### config.mk
export PLATFORM = sky130hd
export DESIGN_NAME = universal_shift_reg_burst
export DESIGN_NICKNAME = d
export VERILOG_FILES = /design/src/rtl/universal_shift_reg_burst.sv
export SDC_FILE = /design/constraint.sdc
export NUM_CORES = 1
export LEC_CHECK = 0
export BUFFER_PORTS_ARGS = -buffer_cell sky130_fd_sc_hd__buf_2
export CORE_MARGIN = 4
export CORE_UTILIZATION = 49
export CTS_CLUSTER_SIZE = 12
export DETAILED_ROUTE_END_ITERATION = 12
export GPL_ROUTABILITY_DRIVEN = 0
export PLACE_DENSITY_LB_ADDON = 0.12
export SLEW_MARGIN = 25
export SYNTH_ARGS = -nofsm -noshare
export SYNTH_HDL_FRONTEND = slang
export SYNTH_SLANG_ARGS = --single-unit
### constraint.sdc
create_clock -name clock -period 1.52 [get_ports clock]
set_input_delay 0 -clock clock [delete_from_list [all_inputs] [get_ports clock]]
set_output_delay 0 -clock clock [all_outputs]
set_load 0.02 [all_outputs]
### src/rtl/universal_shift_reg_burst.sv
// Universal shift register with rotate/arithmetic/clear modes and a counted burst engine.
// Optional serial-out flop SOUT is enabled by defining USR_SHIFT_OUT_EN.
module universal_shift_reg_burst #(
   parameter int unsigned WIDTH = 8,
   parameter int unsigned CNT_W = 4
) (
   input  logic             clock,
   input  logic             reset,
   input  logic [2:0]       MODE,
   input  logic [WIDTH-1:0] D,
   input  logic             DL,
   input  logic             DR,
   input  logic             START,
   input  logic [CNT_W-1:0] CNT,
   output logic [WIDTH-1:0] Q,
   output logic             BUSY,
   output logic             DONE
`ifdef USR_SHIFT_OUT_EN
   ,
   output logic             SOUT
`endif
);

   localparam logic [2:0] ModeHold  = 3'b000;
   localparam logic [2:0] ModeShDn  = 3'b001;
   localparam logic [2:0] ModeShUp  = 3'b010;
   localparam logic [2:0] ModeLoad  = 3'b011;
   localparam logic [2:0] ModeRotDn = 3'b100;
   localparam logic [2:0] ModeRotUp = 3'b101;
   localparam logic [2:0] ModeAsr   = 3'b110;
   localparam logic [2:0] ModeClr   = 3'b111;

   typedef enum logic [0:0] {StIdle, StBurst} state_e;

   state_e           state_q, state_d;
   logic [WIDTH-1:0] q_q, q_d;
   logic             busy_q, busy_d;
   logic             done_q, done_d;
   logic [2:0]       mode_q, mode_d;
   logic [CNT_W-1:0] cnt_q, cnt_d;
   logic [2:0]       op_mode;

   function automatic logic is_shift(input logic [2:0] m);
      unique case (m)
         ModeShDn, ModeShUp, ModeRotDn, ModeRotUp, ModeAsr: is_shift = 1'b1;
         default:                                           is_shift = 1'b0;
      endcase
   endfunction

   function automatic logic [WIDTH-1:0] apply_mode(input logic [2:0]       m,
                                                   input logic [WIDTH-1:0] q,
                                                   input logic [WIDTH-1:0] d,
                                                   input logic             dl,
                                                   input logic             dr);
      unique case (m)
         ModeHold:  apply_mode = q;
         ModeShDn:  apply_mode = {dr, q[WIDTH-1:1]};
         ModeShUp:  apply_mode = {q[WIDTH-2:0], dl};
         ModeLoad:  apply_mode = d;
         ModeRotDn: apply_mode = {q[0], q[WIDTH-1:1]};
         ModeRotUp: apply_mode = {q[WIDTH-2:0], q[WIDTH-1]};
         ModeAsr:   apply_mode = {q[WIDTH-1], q[WIDTH-1:1]};
         ModeClr:   apply_mode = '0;
         default:   apply_mode = q;
      endcase
   endfunction

   // Mode actually applied this edge: latched mode in a burst, live MODE otherwise.
   assign op_mode = (state_q == StBurst) ? mode_q : MODE;

   always_comb begin
      state_d = state_q;
      q_d     = q_q;
      busy_d  = busy_q;
      done_d  = 1'b0;
      mode_d  = mode_q;
      cnt_d   = cnt_q;
      unique case (state_q)
         StIdle: begin
            if (START && is_shift(MODE)) begin
               if (CNT != '0) begin
                  mode_d  = MODE;
                  cnt_d   = CNT;
                  state_d = StBurst;
                  busy_d  = 1'b1;
               end else begin
                  done_d = 1'b1;
               end
            end else begin
               q_d = apply_mode(MODE, q_q, D, DL, DR);
            end
         end
         StBurst: begin
            q_d   = apply_mode(mode_q, q_q, D, DL, DR);
            cnt_d = cnt_q - CNT_W'(1);
            if (cnt_q == CNT_W'(1)) begin
               state_d = StIdle;
               busy_d  = 1'b0;
               done_d  = 1'b1;
            end
         end
         default: state_d = StIdle;
      endcase
   end

`ifdef USR_SHIFT_OUT_EN
   logic sout_q, sout_d;
   logic shift_edge;

   // A shift happens on every burst edge, or in idle when the mode runs (not a burst request).
   assign shift_edge = (state_q == StBurst) || (is_shift(MODE) && !START);

   always_comb begin
      sout_d = sout_q;
      if (shift_edge) begin
         unique case (op_mode)
            ModeShDn, ModeRotDn, ModeAsr: sout_d = q_q[0];
            ModeShUp, ModeRotUp:          sout_d = q_q[WIDTH-1];
            default:                      sout_d = sout_q;
         endcase
      end
   end

   always_ff @(posedge clock) begin
      if (reset) sout_q <= 1'b0;
      else       sout_q <= sout_d;
   end

   assign SOUT = sout_q;
`else
   logic unused_op_mode;
   assign unused_op_mode = ^op_mode;
`endif

   always_ff @(posedge clock) begin
      if (reset) begin
         state_q <= StIdle;
         q_q     <= '0;
         busy_q  <= 1'b0;
         done_q  <= 1'b0;
         mode_q  <= ModeHold;
         cnt_q   <= '0;
      end else begin
         state_q <= state_d;
         q_q     <= q_d;
         busy_q  <= busy_d;
         done_q  <= done_d;
         mode_q  <= mode_d;
         cnt_q   <= cnt_d;
      end
   end

   assign Q    = q_q;
   assign BUSY = busy_q;
   assign DONE = done_q;

endmodule

==> metrics.txt, run 1 <==
sequential power share 38.8%; WP data required 1.74 ns; commonest non-fill, non-tap cell in the layout buf_2; Achievable Freq 0.654 GHz; Setup Crit Path Kind reg -> reg; placed cells 246; vias in the first global route 1500; Detail Route Antenna Nets 0; CTS tree yes; Reg-to-Reg Start mode_q[2]; vias per cell 6.67; Hold/Removal Path Class in -> reg; final hold violations 0; Syn Nets 202; failing checks setup timing; area grow syn2layout 28.5%; Synth Area per Inst about 8.0 um^2; routed vias 1681; initial core utilization 52.0%; CP arrival 1.74 ns; setup ws final -0.00808 ns; DRT Pass-1 Iters 5; post-route cell area 1860 um^2; register area roughly 370 um^2; WL final 4540 um; Startpoint Class register; NumNets Final 244; M2 GR Usage 34.5%; clk_skew 0.00567 ns; Sw Pwr 535 uW; Clk network pwr share a little over a fifth; Warnings, synthesis 0; worst skew pair latency slightly above 0.3 ns; Critical Path End Q[3]; Clock transition at path regs 0.12 ns; row count 19; slowest stage delay, CP just under 0.4 ns; total track usage around 22%; die area 3890 um^2; total gr overflow 0; met1 Resource Use GR 31.4%; r2r setup slk -0.008 ns; Slowest cell on crit path dfxtp_4; Post-CTS Setup Bufs 0; PD cells 787 nW/um^2; TritonCTS buffer count 3; R2R depth 5; crit end category register; Critical Path Start mode_q[2]; Core Footprint 2780 um^2; RR Endpoint Q[3]; fillers 250; Pleak 0.783 nW; final cell count without fillers 252; DRC viols 0; IO buf count 29; CTS sink cnt 18; global-route wire length before repair 7150 um; die height 62.3 um; Root Driver clkbuf_4; I/O pin count 30; sequential area share after synthesis between 20% and 30%; Logic pwr share 39.4%; min Tclk post-route 1.53 ns; Cell Area, Synth 1450 um^2; Post-synth ARST share 0%; final setup violation count 1; Switching Share 36.6%; Die Width 62.3 um; Placed Area 1750 um^2; Crit Path Max Fanout 8; max-cap viol count 0; status finished with violations; worst-margin pin slew 0.603 ns; worst slack, placed -0.0184 ns; Mapped Cells 180; worst rel slew slack between 50 and 60%; Multi-input gate area 1030 um^2; initial DRC count 197; DR WL/cell 18.0 um; H-tree lvl count 1; worst vdd ir 0.722 mV; largest net degree at the start of global routing 19; most frequent cells in the layout buf_2, buf_4, dfxtp_1, nand2_1; Clock Path Buffers 2; gr busiest metal met2; GR Util met3 3.78%; Internal ~930 uW; number of enable flip-flop cells after synthesis 0; post-DP HPWL 3310 um; Synth Flop Type dfxtp_1; worst-path cell chain buf_4, or3_1, nand2_1, a21oi_1, a41o_1; fraction of layout cells with a size suffix above 1 36.2%; synthesis-stage register bit count 18; initial antenna violation count 0; Diodes inserted 0; RSZ-0062 raised after global routing true; crit share post-route 101%; post-synth cell types 52; Final Max Slew Viols 0
metrics by stage:
step / utilization (%) / hold slack, ns / total power, mW / TNS, ns
after detailed placement: 62.9 / 0.278 / 1.11 / -0.0480
after global routing: 66.8 / 0.0838 / 1.53 / -0.293
after CTS: 65.4 / 0.0547 / 1.43 / -0.0161
after global placement: 62.9 / 0.263 / 1.10 / 0
after floorplan: - / 0.147 / 0.917 / -0.000687
final: 66.8 / 0.0580 / 1.46 / -0.00808
synth_stat cells (all sizes together), types with 3 or more instances:
cell / n / share of area, %
or3: 4 / 1.7
nand2b: 4 / 1.7
o21ai: 3 / 1.0
mux2i: 10 / 6.9
inv: 10 / 2.6
nor2: 9 / 2.3
a211oi: 7 / 4.3
nand3: 5 / 1.7
o22ai: 5 / 2.2
a32o: 3 / 2.1
nor4: 4 / 2.8
a22oi: 8 / 4.2
buf: 10 / 3.3
o221a: 3 / 2.3
a31oi: 5 / 2.2
dfxtp: 18 / 25
o21bai: 3 / 1.6
a21oi: 11 / 3.8
nor3: 5 / 1.7
nand2: 15 / 3.9
clkbuf: 4 / 1.0
metal layers:
metal | vias to the layer above | wire [um]
li1 | 786 | -
met1 | 798 | 2080
met2 | 91 | 2100
met3 | 6 | 304
met4 | 0 | 55
met5 | - | 0
state kept, by name (all words and copies together), names as in the netlist:
register / cells
cnt_q: 4
Q: 8
mode_q: 3
BUSY: 1
state_q: 1
DONE: 1
final cells by class:
class	count	share of cell area [%]
inverter	10	2.02
timing repair buffer	51	18.3
clock buffer	4	1.95
tap	31	2.09
multi-input combinational	138	55.7
sequential	18	19.9
how the worst min path moves through the flow:
stage                      start         to  slack, ns  depth (start not counted)
after floorplan           CNT[2]   cnt_q[2]       0.15                          2
after global placement    CNT[2]   cnt_q[2]       0.26                          3
after detailed placement  CNT[2]   cnt_q[2]       0.28                          3
after CTS                  reset  mode_q[1]       0.05                          2
after global routing       reset  mode_q[2]       0.08                          2
final                     CNT[1]   cnt_q[1]       0.06                          3
power by group through the flow:
stage                     Clock [mW]  Sequential [mW]  Combinational [mW]
after floorplan                    0            0.584               0.334
after global placement             0            0.572               0.526
after detailed placement           0            0.575               0.536
after CTS                      0.319            0.567               0.548
after global routing           0.341            0.575               0.618
final                          0.319            0.568               0.576
kinds of logic (layout without fill, tap and decap cells):
logic type / count (synthesis) / after routing / share of synthesized area, %
xor+xnor: 1 / 1 / 0.606
fa+ha+maj: 2 / 2 / 1.73
mux: 12 / 12 / 8.48
buf+inv: 24 / 65 / 6.92
simple gates: 57 / 57 / 22.3
compound gates: 66 / 66 / 35.0
flops: 18 / 18 / 24.9
worst max-delay path: cells and delay by family (launching register included):
kind / cells / cell delay [ns]
AO/OA/AOI/OAI: 2 / 0.39
buffers and inverters: 1 / 0.17
flip-flops: 1 / 0.39
AND/OR/NAND/NOR: 2 / 0.48
repair_timing:
action                     CTS  global route
gates resized for setup      6            10
hold buffers                 2             0
setup endpoints to repair    8            11
pin swaps                    1             3
hold endpoints to repair     2             0
Note: power is estimated with default switching activity, not from simulation.
==> run 2, diff against run 1 <==
--- a/config.mk
+++ b/config.mk
@@ -12,6 +12,7 @@
 export DETAILED_ROUTE_END_ITERATION = 12
 export GPL_ROUTABILITY_DRIVEN = 0
 export PLACE_DENSITY_LB_ADDON = 0.12
+export SKIP_LAST_GASP = 1
 export SLEW_MARGIN = 25
 export SYNTH_ARGS = -nofsm -noshare
 export SYNTH_HDL_FRONTEND = slang
==> metrics.txt, run 2 (synthesis gave the netlist of run 1 again) <==
status finished with violations; failing checks setup timing; Achievable Freq 0.656 GHz (+0.23%); post-DP HPWL 3310 um (unchanged); CTS sink cnt 18 (unchanged); delay-heaviest family, CP compound AO/OA/AOI/OAI gates; Setup Crit Path Kind reg -> reg; crit share post-route 100% (-0.23 points); CP arrival 1.74 ns (about the same); Post-CTS Setup Bufs 0 (unchanged); worst slack, placed -0.0184 ns (unchanged); area grow syn2layout 28.1%; initial core utilization 52.0% (unchanged); worst hold start CNT[1]; PnR Total Power 1.45 mW (-0.62%); die height 62.3 um (unchanged); largest net degree at the start of global routing 19 (unchanged); fraction of layout cells with a size suffix above 1 35.7% (-0.45 points); register area 370 um^2 (unchanged); Multi-input gate area 1030 um^2 (-0.48%); post-route cell area 1850 um^2 (-0.27%); Detail Route Antenna Nets 0 (unchanged); Pleak 0.782 nW (-0.16%); worst vdd ir 0.714 mV (-1.1%); vias per cell 6.67 (unchanged); crit path buf inv count 0 (-1); Core Footprint 2780 um^2 (unchanged); crit end category register; Clock Path Buffers 2 (unchanged); CTS tree yes; fillers 251 (+0.40%); Placed Area 1750 um^2 (unchanged); Root Driver clkbuf_4; TritonCTS buffer count 3 (unchanged); setup ws final -0.00453 ns (+0.00355 ns); worst skew pair latency 0.31 ns (about the same); Reg-to-Reg Start mode_q[2]; final setup violation count 2 (+1); I/O pin count 30 (unchanged); H-tree lvl count 1 (unchanged); initial DRC count 183 (-7.1%); Hold/Removal Path Class in -> reg; row count 19 (unchanged); min Tclk post-route 1.52 ns (-0.00355 ns); clk_skew 0.00673 ns (+0.00105 ns); NumNets Final 244 (unchanged); Critical Path Start mode_q[2]; total gr overflow 0 (unchanged); commonest non-fill, non-tap cell in the layout buf_2; IO buf count 29 (unchanged); Clock transition at path regs 0.12 ns (about the same); DRC viols 0 (unchanged); Layout Utilization 66.6% (-0.18 points); worst-path cell chain or3b_4, a211oi_1, a21oi_1, a32o_1; max reg flops 8 (unchanged); Final Max Slew Viols 0 (unchanged); DR WL/cell 17.9 um (-0.53%); WP data required 1.73 ns (about the same); total track usage 22.2% (unchanged); worst rel slew slack 59.5% (+0.91 points); vias in the first global route 1500 (unchanged); RSZ-0062 raised after global routing true; Die Width 62.3 um (unchanged); global-route wire length before repair 7150 um (unchanged); Startpoint Class register; DRT Pass-1 Iters 5 (unchanged); Diodes inserted 0 (unchanged); final hold violations 0 (unchanged); die area 3890 um^2 (unchanged); Crit Path Max Fanout 7 (-1); slowest stage delay, CP 0.43 ns (+0.04 ns); Slowest cell on crit path or3b_4; PD cells 785 nW/um^2 (-0.35%); worst-margin pin slew 0.590 ns (-0.0133 ns); max-cap viol count 0 (unchanged); initial antenna violation count 0 (unchanged); most frequent cells in the layout buf_2, buf_4, dfxtp_1, nand2_1; WL final 4520 um (-0.53%); routed vias 1681 (unchanged)
[run 2: per-stage QoR]
stage | cells | setup TNS [ns] | hold WS, ns
2_1_floorplan | 180 | -0.000687 | 0.147
3_3_place_gp | 246 | 0 | 0.263
3_5_place_dp | 246 | -0.0480 | 0.278
4_1_cts | 252 | -0.0409 | 0.0548
5_1_grt | 252 | -0.306 | 0.0838
6_report | 252 | -0.00755 | 0.0623
[run 2: layout make-up]
type | count | area share, %
clock buffer | 4 | 1.96
inverter | 10 | 2.03
sequential | 18 | 20.0
timing repair buffer | 51 | 18.4
multi-input combinational | 138 | 55.6
tap | 31 | 2.09
[run 2: timing repair]
action                                 CTS  global route
endpoints found under the hold margin    2             0
hold buffers                             2             0
gates resized for setup                  4            11
setup endpoints to repair                8            11
pin swaps                                1             3
[run 2: path summary, 6_finish.rpt]
check | endpoint | cells after the start | slack [ns]
hold / removal | cnt_q[1] | 3 | 0.06
setup / recovery | Q[1] | 4 | -0.005
hold reg to reg | BUSY | 2 | 0.51
setup reg to reg | Q[1] | 4 | -0.005
[run 2: routing by layer]
metal	GRT usage [%]	vias to the layer above	wire length [um]
li1	-	782	-
met1	31.4	799	2020
met2	34.5	91	2100
met3	3.78	9	332
met4	6.10	0	67
met5	0	-	0
[run 2: report_power, final]
| group | total [mW] | internal, mW | switching [mW] |
|---|---|---|---|
| clock | 0.313 | 0.146 | 0.167 |
| sequential | 0.568 | 0.513 | 0.0549 |
| combinational | 0.573 | 0.267 | 0.306 |
[run 2: worst reg2reg max path, stage by stage, from the launching register on]
cell	delay, ns
dfxtp_4	0.39
or3b_4	0.44
a211oi_1	0.28
a21oi_1	0.07
a32o_1	0.27
==> run 3, diff against run 2 <==
--- a/config.mk
+++ b/config.mk
@@ -8,6 +8,7 @@
 export BUFFER_PORTS_ARGS = -buffer_cell sky130_fd_sc_hd__buf_2
 export CORE_MARGIN = 4
 export CORE_UTILIZATION = 49
+export CTS_BUF_LIST = sky130_fd_sc_hd__clkbuf_4
 export CTS_CLUSTER_SIZE = 12
 export DETAILED_ROUTE_END_ITERATION = 12
 export GPL_ROUTABILITY_DRIVEN = 0
==> metrics.txt, run 3 (synthesis gave the netlist of run 1 again) <==
Multi-input gate area 1030 um^2 (+0.49%); Pleak 0.788 nW (+0.83%); global-route wire length before repair 7210 um (+0.87%); Detail Route Antenna Nets 0 (unchanged); DR WL/cell 18.2 um (+1.4%); Diodes inserted 0 (unchanged); crit share post-route 99.0% (-1.3 points); total track usage 22.4% (+0.19 points); die height 62.3 um (unchanged); DRC viols 0 (unchanged); metal2 WL 2170 um (+3.6%); initial core utilization 52.0% (unchanged); final setup violation count 0 (-2); Crit Path Max Fanout 6 (-1); fraction of layout cells with a size suffix above 1 35.9% (+0.13 points); most frequent cells in the layout buf_2, buf_4, nand2_1, dfxtp_1; status finished, final reports clean; final hold violations 0 (unchanged); Hold WS 0.0721 ns (+0.00985 ns); die area 3890 um^2 (unchanged); final cell count without fillers 254 (+0.79%); Top Metal Used met4; routed vias 1686 (+0.30%); Clock Path Buffers 2 (unchanged); Final Max Slew Viols 0 (unchanged); fillers 251 (unchanged); register area 370 um^2 (unchanged); worst skew pair latency 0.30 ns (about the same); worst rel slew slack 61.3% (+1.8 points); Clock transition at path regs 0.11 ns (about the same); worst vdd ir 0.753 mV (+5.4%); CTS sink cnt 18 (unchanged); NumNets Final 246 (+0.82%); TritonCTS buffer count 3 (unchanged); Hold/Removal Path Class in -> reg; min Tclk post-route 1.50 ns (-0.0202 ns); largest net degree at the start of global routing 19 (unchanged); WP data required 1.75 ns (+0.02 ns); placed cells 246 (unchanged); Die Width 62.3 um (unchanged); DRT Pass-1 Iters 5 (unchanged); I/O pin count 30 (unchanged); Startpoint Class register; WL met3 387 um (+17%); vias per cell 6.64 (-0.49%); crit end category register; area grow syn2layout 29.1%; Root Driver clkbuf_4; Metal-1 WL 1990 um (-1.1%); Core Footprint 2780 um^2 (unchanged); row count 19 (unchanged); commonest non-fill, non-tap cell in the layout buf_2; RSZ-0062 raised after global routing true; H-tree lvl count 1 (unchanged); Achievable Freq 0.665 GHz (+1.3%); CP arrival 1.74 ns (about the same); initial DRC count 202 (+10%); initial antenna violation count 0 (unchanged); WL final 4620 um (+2.2%); Setup Crit Path Kind reg -> reg; max-cap viol count 0 (unchanged); max reg flops 8 (unchanged); PD cells 755 nW/um^2 (-3.8%); total gr overflow 0 (unchanged); IO buf count 29 (unchanged); post-DP HPWL 3310 um (unchanged); clk_skew 0.00233 ns (-0.00440 ns); vias in the first global route 1523 (+1.5%); worst-margin pin slew 0.564 ns (-0.0260 ns); CTS tree yes
run 3: critical path, stage by stage, from the launching register on:
cell	delay (ns)
dfxtp_4	0.38
or3b_4	0.43
o211a_4	0.16
o32a_1	0.29
a211oi_2	0.17
run 3: worst paths after layout:
check,from,end,slack (ns),cells after the start
setup reg to reg,mode_q[2],Q[6],0.02,4
setup / recovery,mode_q[2],Q[6],0.02,4
hold reg to reg,BUSY,BUSY,0.51,2
hold / removal,CNT[1],cnt_q[1],0.07,3
run 3: where the power goes:
group | switching (mW) | internal (mW)
logic | 0.310 | 0.273
registers | 0.0556 | 0.514
clock network | 0.161 | 0.0958
run 3: final cells by class:
type | count | share of cell area (%)
sequential | 18 | 19.8
timing repair buffer | 53 | 19.2
inverter | 10 | 2.01
multi-input combinational | 138 | 55.4
tap | 31 | 2.08
clock buffer | 3 | 1.21
clock inverter | 1 | 0.201
run 3: through the flow:
step	instance area (um^2)	power [mW]	setup TNS [ns]	utilization [%]	setup WS [ns]
after detailed placement	1750	1.11	-0.0480	62.9	-0.0184
final	1870	1.41	0	67.1	0.0157
after floorplan	1460	0.917	-0.000687	-	-0.000687
after global routing	1870	1.48	-0.198	67.1	-0.0537
after global placement	1750	1.10	0	62.9	0.0184
after CTS	1800	1.37	-0.0321	64.7	-0.0311
run 3: what timing repair did:
item / 4_1_cts / 5_1_grt
hold buffers: 2 / 0
pin swaps: 0 / 2
setup endpoints to repair: 10 / 11
setup buffers: 0 / 2
resized for setup: 3 / 14
gates cloned: 0 / 0
hold endpoints to repair: 2 / 0
run 3: per-layer routing:
metal | GRT usage (%) | vias up
li1 | - | 790
met1 | 31.2 | 793
met2 | 34.8 | 95
met3 | 4.14 | 8
met4 | 6.63 | 0
met5 | 0 | -
